--- config.mk ---
export PLATFORM = sky130hd
export DESIGN_NAME = muldiv_iter
export DESIGN_NICKNAME = d
export VERILOG_FILES = /design/src/rtl/muldiv_iter.sv
export SDC_FILE = /design/constraint.sdc
export NUM_CORES = 1
export LEC_CHECK = 0
export ABC_AREA = 1
export CAP_MARGIN = 10
export CELL_PAD_IN_SITES_DETAIL_PLACEMENT = 1
export CELL_PAD_IN_SITES_GLOBAL_PLACEMENT = 1
export CORE_MARGIN = 2
export CORE_UTILIZATION = 32
export DETAILED_ROUTE_END_ITERATION = 6
export HOLD_SLACK_MARGIN = 0.1
export PLACE_DENSITY_LB_ADDON = 0.1
export SKIP_CTS_REPAIR_TIMING = 1
export SLEW_MARGIN = 40
export SYNTH_ARGS = -nofsm -noshare
export SYNTH_HDL_FRONTEND = slang
export SYNTH_SLANG_ARGS = --single-unit
--- constraint.sdc ---
create_clock -name clk -period 6 [get_ports clk]
set_input_delay 1.2 -clock clk [delete_from_list [all_inputs] [get_ports clk]]
set_output_delay 1.2 -clock clk [all_outputs]
set_load 0.005 [all_outputs]
--- src/rtl/muldiv_iter.sv ---
// muldiv_iter: iterative radix-2 multiply/divide unit producing HI/LO results
module muldiv_iter #(
    parameter int WIDTH = 32,
    parameter int CNT_W = 6
) (
    input  logic             clk,
    input  logic             resetn,
    input  logic             start_i,
    input  logic [1:0]       op_i,
    input  logic [WIDTH-1:0] src_a_i,
    input  logic [WIDTH-1:0] src_b_i,
    input  logic             cancel_i,
    output logic             busy_o,
    output logic             done_o,
    output logic [WIDTH-1:0] hi_o,
    output logic [WIDTH-1:0] lo_o
);
    typedef enum logic [1:0] {IDLE, BUSY, DONE} state_t;
    state_t state, state_nxt;
    logic is_div, neg_q, neg_r, accept, last, ge, sa, sb;
    logic [WIDTH-1:0] acc, lo_reg, opnd, acc_nxt, lo_nxt, mag_a, mag_b, res_hi, res_lo;
    logic [WIDTH:0] sum, shifted, diff;
    logic [2*WIDTH-1:0] prod;
    logic [CNT_W-1:0] cnt;
    assign busy_o = state == BUSY;
    assign done_o = state == DONE;
    assign accept = start_i & ~cancel_i & (state != BUSY);
    assign last = cnt == CNT_W'(WIDTH - 1);
    always_ff @(posedge clk)
        if (!resetn) state <= IDLE;
        else state <= state_nxt;
    always_comb begin
        state_nxt = cancel_i ? IDLE : state == BUSY ? (last ? DONE : BUSY) : (start_i ? BUSY : IDLE);
    end
    // acc/lo_reg form the 2W-bit product (multiply) or remainder/quotient pair (divide)
    always_comb begin
        sa = op_i[0] & src_a_i[WIDTH-1];
        sb = op_i[0] & src_b_i[WIDTH-1];
        mag_a = sa ? -src_a_i : src_a_i;
        mag_b = sb ? -src_b_i : src_b_i;
        sum = {1'b0, acc} + (lo_reg[0] ? {1'b0, opnd} : '0);
        shifted = {acc, lo_reg[WIDTH-1]};
        diff = shifted - {1'b0, opnd};
        ge = shifted >= {1'b0, opnd};
        acc_nxt = is_div ? (ge ? diff[WIDTH-1:0] : shifted[WIDTH-1:0]) : sum[WIDTH:1];
        lo_nxt = is_div ? {lo_reg[WIDTH-2:0], ge} : {sum[0], lo_reg[WIDTH-1:1]};
        prod = neg_q ? -{acc_nxt, lo_nxt} : {acc_nxt, lo_nxt};
        res_hi = is_div ? (neg_r ? -acc_nxt : acc_nxt) : prod[2*WIDTH-1:WIDTH];
        res_lo = is_div ? (neg_q ? -lo_nxt : lo_nxt) : prod[WIDTH-1:0];
    end
    // Divide by zero yields all-ones quotient and |a| remainder; neg_q is suppressed so lo stays all ones
    always_ff @(posedge clk) begin
        if (!resetn) begin
            {is_div, neg_q, neg_r} <= '0;
            {acc, lo_reg, opnd, hi_o, lo_o} <= '0;
            cnt <= '0;
        end else if (accept) begin
            is_div <= op_i[1];
            neg_q <= (sa ^ sb) & (~op_i[1] | (|src_b_i));
            neg_r <= sa;
            acc <= '0;
            lo_reg <= op_i[1] ? mag_a : mag_b;
            opnd <= op_i[1] ? mag_b : mag_a;
            cnt <= '0;
        end else if (busy_o && !cancel_i) begin
            acc <= acc_nxt;
            lo_reg <= lo_nxt;
            cnt <= cnt + 1'b1;
            if (last) begin
                hi_o <= res_hi;
                lo_o <= res_lo;
            end
        end
    end
endmodule
==> impl_results.md, run 1 <==
* Run status: finished, final reports clean
* DP HPWL at 68.6 mm
* Layout cells sized above 1 at 6.63%
* Final net count at 3237
* Worst-skew pair later-pin latency at 0.50 ns
* Routability congestion estimate at 1.05
* Area leader, netlist: dfxtp_1
* Total congestion overflow at 0
* N_diodes at 0
* Synth area leaders: dfxtp_1, nand2_1, inv_1
* Max-slew headroom at 38.8%
* Total Routed Length at 83.7 mm
* Setup Crit Path Kind: register to register
* Seq cells post-synth at 171
* Leakage at 9.96 nW
* Routed vias at 20100
* Sequential fraction of the synthesis area at 19.9%
* Critical Path RT at 6.39 ns
* Yosys warns at 0
* Reg2reg path depth at 27
* Ys async rst share at 0%
* Total track usage at 29.9%
* Row Count at 84
* Initial Util at 32.5%
* Synth cell types at 53
* Maximum fanout along the worst path at 9
* Largest net degree at the start of global routing at 75
* Area grow syn2layout at 15.5%
* Setup TNS at 0 ns
* Drt first-iter violations at 1346
* Wire length per cell at 22.0 um
* Worst reg-to-reg setup slack at 1.20 ns
* Worst Hold Path EP: cnt[5]
* Fin cells at 3797
* Dominant synthesized flop cell: dfxtp_1
* Most frequent cell after synthesis: nand2_1
* Core box area at 0.0528 mm2
* Setup WS post-layout at 1.20 ns
* Final design utilization at 37.6%
* Initial antenna violation count at 0
* Slew @ Worst Pin at 0.910 ns
* Clk sinks at 171
* Worst min path class: register to register
* RSZ-0062 raised after global routing: no
* Power per cell area at 204 mW/mm2
* ANT nets after route at 0
* Total CTS buffers at 17
* Commonest cells post-synth: nand2_1, inv_1, nor2_1, o21ai_0, nand3_1
* Pre-CTS WS at 1.23 ns
* MaxCap Viol Count at 0
* Pins over their slew limit at 0
* Period minus WS final at 4.80 ns
* Reg clk slew, reported paths at 0.08 ns
* Top-Level Pins at 136
* Vias in the first global route at 20600
* Total setup violations reported at the end of the flow at 0
* Buffers on Ports at 135
* Global-route wire length before repair at 126 mm
* Clock buffer depth at 2
* Clock skew at 0.0189 ns
* Min Hold Slack at 0.483 ns
* Synth Cell Area at 0.0172 mm2
* Die W at 236 um
* VDD IR max at 0.164 mV
* Endpoint class of the critical path: register
* Mapped Cells at 3006
* Reg2reg start: opnd[18]
* Worst Hold Depth at 2
* Top-area cell type share of the netlist area at 19.9%
* Vias per cell at 5.29
* Number of flops mapped to enable cells by yosys at 0
* Hold Startpoint: cnt[5]
* Hold Fails Final Rpt at 0
* WP data arrival at 5.20 ns
* DP Cell Count at 3765
* DRT Pass-1 Iters at 6
* CTS tree: yes
* Die ar. at 0.0555 mm2
* Avg Inst Size Synth at 5.71 um2
* Fmax at 208 MHz
* Die height at 236 um
* Tcrit/Tclk final at 80.1%
* R2r endpoint: hi_o[28]
* CTS Root Cell: clkbuf_16
* Crit path launch type: register
* DRC errors left at 0
* Htree depth at 4
* Mapped Nets at 3147
per-layer routing:
layer  track usage, %  part of all wire (%)  vias to the layer above
met3             4.05                   4.6                      153
met1             36.9                    43                     9654
met2             51.1                    47                      532
met5                0                     0                        -
met4             15.0                   5.2                        0
li1                 -                     -                     9750
critical path, stage by stage, from the launching register on:
cell	delay, ns
dfxtp_1	0.52
inv_1	0.08
ha_1	0.35
nand2_1	0.22
nor2_4	0.07
nand2_2	0.12
nor2_1	0.07
nand3_1	0.11
nand3_2	0.11
nor2_4	0.13
nand2_4	0.12
nand2_2	0.13
nand2_1	0.19
inv_2	0.16
ha_1	0.21
nand3_1	0.13
nor2_2	0.18
nand4_1	0.17
nor3_2	0.21
nand3b_1	0.18
a21oi_1	0.39
o21ai_1	0.20
nor2_2	0.22
nand2_1	0.10
nand3_1	0.09
nand2_1	0.05
nor2_1	0.14
nor2_1	0.05
per-stage QoR:
step                power (mW)  cell area (um2)
finish                    4.05            19800
global route              4.28            19800
CTS                       4.06            19800
detailed placement        2.90            19200
global placement          2.88            19200
floorplan                 2.31            17200
final cells by class:
cell class              instances  area (um2)
fillers                      7218       32900
multi-input cells            2224       11400
flip-flops and latches        171        3430
inverters                     507        1900
repair buffers                175        1650
well taps                     688         861
clock buffers                  17         425
clock inverters                15         151
cells by family after synthesis:
| kind of cell | after synthesis | synth area share (%) |
|---|---|---|
| AND/OR/NAND/NOR | 1534 | 38.4 |
| buffers and inverters | 611 | 13.8 |
| AO/OA/AOI/OAI | 506 | 16.8 |
| flip-flops | 171 | 19.9 |
| XOR/XNOR | 111 | 5.66 |
| adder cells (fa/ha/maj) | 71 | 5.26 |
| multiplexers | 2 | 0.117 |
power breakdown:
group          switching [mW]  internal, mW
Clock                   0.603         0.552
Combinational            1.18         0.481
Sequential             0.0576          1.17
Total                    1.84          2.21
cells in the final DEF (no fill, tap or decap), types with 17 or more instances in the layout:
master	instances
a31oi_1	20
inv_2	22
buf_4	40
nand2_2	26
o21ai_1	23
nand4_1	39
nor3_1	39
clkbuf_16	17
nor2_1	292
o211ai_1	50
xnor2_1	37
nor2_2	23
inv_1	480
dfxtp_1	168
ha_1	69
clkdlybuf4s50_1	134
a21oi_1	164
xor2_1	74
nand3_1	179
nand2_1	856
o21ai_0	186
how the worst max path moves through the flow:
stage / start / end / slack (ns) / cells after the start
finish: opnd[18] / hi_o[28] / 1.20 / 27
global route: opnd[21] / hi_o[28] / 0.76 / 27
CTS: opnd[21] / hi_o[28] / 1.21 / 27
floorplan: src_a_i[0] / opnd[28] / 2.64 / 14
global placement: opnd[19] / hi_o[28] / 1.32 / 27
detailed placement: opnd[18] / hi_o[28] / 1.23 / 27
Note: power is estimated with default switching activity, not from simulation.
==> run 2: changes to the inputs <==
clock period = 4.15 ns   (was 6 ns; I/O delays follow)
==> run 2 against run 1 <==
  * Core utilization is 2.7 points higher
  * Clock skew is 0.00067 ns lower
  * Fmax up 21%
  * Sequential share of layout area down 1.1 points
  * Power rose by 56%
  * Sequential cell count unchanged
  * Final cell count grew 3.6%
  * Non-clock buffer count up 136
  * Largest cell class unchanged
==> impl_results.md, run 2 (same netlist as run 1, synthesis figures left out) <==
* Switching share of power at 44.3% (-1.2 points)
* Top-Level Pins at 136 (unchanged)
* Worst Hold Depth at 2 (unchanged)
* Area grow syn2layout at 23.7%
* Period minus WS final at 3.96 ns (-0.843 ns)
* Die ar. at 0.0555 mm2 (unchanged)
* DRT Pass-1 Iters at 5 (-1)
* N_diodes at 0 (unchanged)
* Setup Crit Path Kind: register to register
* Clock network power share at 28.7% (+0.2 points)
* Total Routed Length at 85.7 mm (+2.4%)
* Max-slew headroom at 47.1% (+8.2 points)
* Clock buffer depth at 2 (unchanged)
* CTS Root Cell: clkbuf_16
* Final design utilization at 40.2% (+2.7 points)
* Layout cells sized above 1 at 12.6% (+6.0 points)
* Pins over their slew limit at 0 (unchanged)
* VDD IR max at 0.342 mV (+110%)
* Reg2reg start: lo_reg[0]
* Core box area at 0.0528 mm2 (unchanged)
* Buffers on Ports at 135 (unchanged)
* Routed vias at 20600 (+2.7%)
* Cell Int Power at 3.51 mW (+59%)
* Critical Path RT at 4.54 ns (-1.85 ns)
* Reg2reg path depth at 22 (-19%)
* Power per cell area at 297 mW/mm2 (+45%)
* Endpoint class of the critical path: register
* Leakage at 10.7 nW (+7.2%)
* Logic pwr share at 43.5% (+2.4 points)
* Clk sinks at 171 (unchanged)
* WP data arrival at 4.35 ns (-0.85 ns)
* Sequential power share at 27.8% (-2.6 points)
* Die W at 236 um (unchanged)
* Global-route wire length before repair at 128 mm (+1.5%)
* Multi-input gate area at 0.0117 mm2 (+2.5%)
* Initial Util at 32.5% (unchanged)
* Total power at 6.30 mW (+56%)
* Crit path launch type: register
* Clock skew at 0.0183 ns (-0.000670 ns)
* Vias per cell at 5.25 (-0.82%)
* Worst reg-to-reg setup slack at 0.19 ns (-1.01 ns)
* Wire length per cell at 21.8 um (-1.1%)
* NetSw at 2.79 mW (+51%)
* Register area at 0.00345 mm2 (+0.58%)
* R2r endpoint: hi_o[29]
* Routability congestion estimate at 1.02 (-2.8%)
* Drt first-iter violations at 1465 (+8.8%)
* ANT nets after route at 0 (unchanged)
* CTS tree: yes
* Row Count at 84 (unchanged)
* Run status: finished, final reports clean
* Tcrit/Tclk final at 95.4% (+15 points)
* DP HPWL at 70.4 mm (+2.6%)
* Worst min path class: register to register
* Fmax at 252 MHz (+21%)
* Reg clk slew, reported paths at 0.09 ns (about the same)
* Hold Fails Final Rpt at 0 (unchanged)
* Min Hold Slack at 0.484 ns (+0.00179 ns)
* Maximum fanout along the worst path at 11 (+2)
* Hold Startpoint: opnd[5]
* Largest net degree at the start of global routing at 80 (+6.7%)
* Total setup violations reported at the end of the flow at 0 (unchanged)
* Total track usage at 30.5% (+0.52 points)
* Most common cell after layout, fill and taps aside: nand2_1
* Slew @ Worst Pin at 0.789 ns (-0.121 ns)
* Die height at 236 um (unchanged)
* Commonest non-fill, non-tap cells in the layout: nand2_1, inv_1, nor2_1, o21ai_0, nand3_1
* Worst Hold Path EP: opnd[5]
* DRC errors left at 0 (unchanged)
* Initial antenna violation count at 4 (+4)
* Total CTS buffers at 17 (unchanged)
* Fill count at 7146 (-1.0%)
* Vias in the first global route at 21200 (+3.3%)
* Htree depth at 4 (unchanged)
* Worst-skew pair later-pin latency at 0.50 ns (about the same)
* Final net count at 3373 (+4.2%)
* MaxCap Viol Count at 0 (unchanged)
* Total congestion overflow at 0 (unchanged)
-- run 2: critical path: stages (launching register included) --
cell     delay (ns)
dfxtp_2        0.45
buf_4          0.23
nand2_1        0.09
inv_1          0.09
ha_1           0.34
a21oi_1        0.33
o21ai_0        0.21
inv_1          0.09
nand2_1        0.06
a21oi_1        0.32
nand2_1        0.10
nand2_1        0.08
nand3_1        0.06
nand2_1        0.24
inv_1          0.17
nor3_1         0.38
nand3_1        0.16
nand2_1        0.08
nand2_1        0.08
nand3_1        0.09
nand2_1        0.06
nor2_1         0.10
nor2_1         0.04
-- run 2: per-layer routing --
| layer | GRT usage, % | vias to the layer above | share of wire, % |
|---|---|---|---|
| li1 | - | 10000 | - |
| met1 | 38.2 | 9914 | 43 |
| met2 | 51.6 | 553 | 47 |
| met3 | 3.30 | 167 | 4.3 |
| met4 | 15.6 | 0 | 5.1 |
| met5 | 0 | - | 0 |
-- run 2: worst max-delay path by stage --
stage | startpoint | end
6_report | lo_reg[0] | hi_o[29]
4_1_cts | lo_reg[0] | hi_o[29]
2_1_floorplan | opnd[8] | hi_o[20]
3_5_place_dp | lo_reg[0] | hi_o[30]
5_1_grt | acc[15] | hi_o[20]
3_3_place_gp | lo_reg[0] | hi_o[30]
-- run 2: final cells by class --
cell class,instances,area share (%)
repair buffers,311,12.7
well taps,688,4.05
clock inverters,15,0.949
flip-flops and latches,171,16.2
clock buffers,17,2.00
inverters,507,8.96
multi-input cells,2224,55.1
-- run 2: through the flow --
step / TNS [ns] / cells / setup slack (ns) / cell area, um2
3_3_place_gp: -0.150 / 3900 / -0.0667 / 20300
4_1_cts: 0 / 3932 / 0.00760 / 20900
3_5_place_dp: 0 / 3900 / 0.0351 / 20300
6_report: 0 / 3933 / 0.189 / 21200
2_1_floorplan: 0 / 3006 / 0.830 / 17200
5_1_grt: -0.0144 / 3933 / -0.00837 / 21200
-- run 2: power groups by stage --
stage	Sequential, mW	Combinational [mW]	Clock, mW
final	1.75	2.74	1.81
after global routing	1.76	2.98	1.90
after CTS	1.75	2.67	1.85
after detailed placement	1.79	2.65	0
after global placement	1.78	2.63	0
after floorplan	1.77	1.57	0
==> run 3: changes to the inputs <==
HOLD_SLACK_MARGIN = 0.03   (was 0.1)
==> results of run 3 <==
No change in the layout: final DEF, timing and power equal those of run 2.
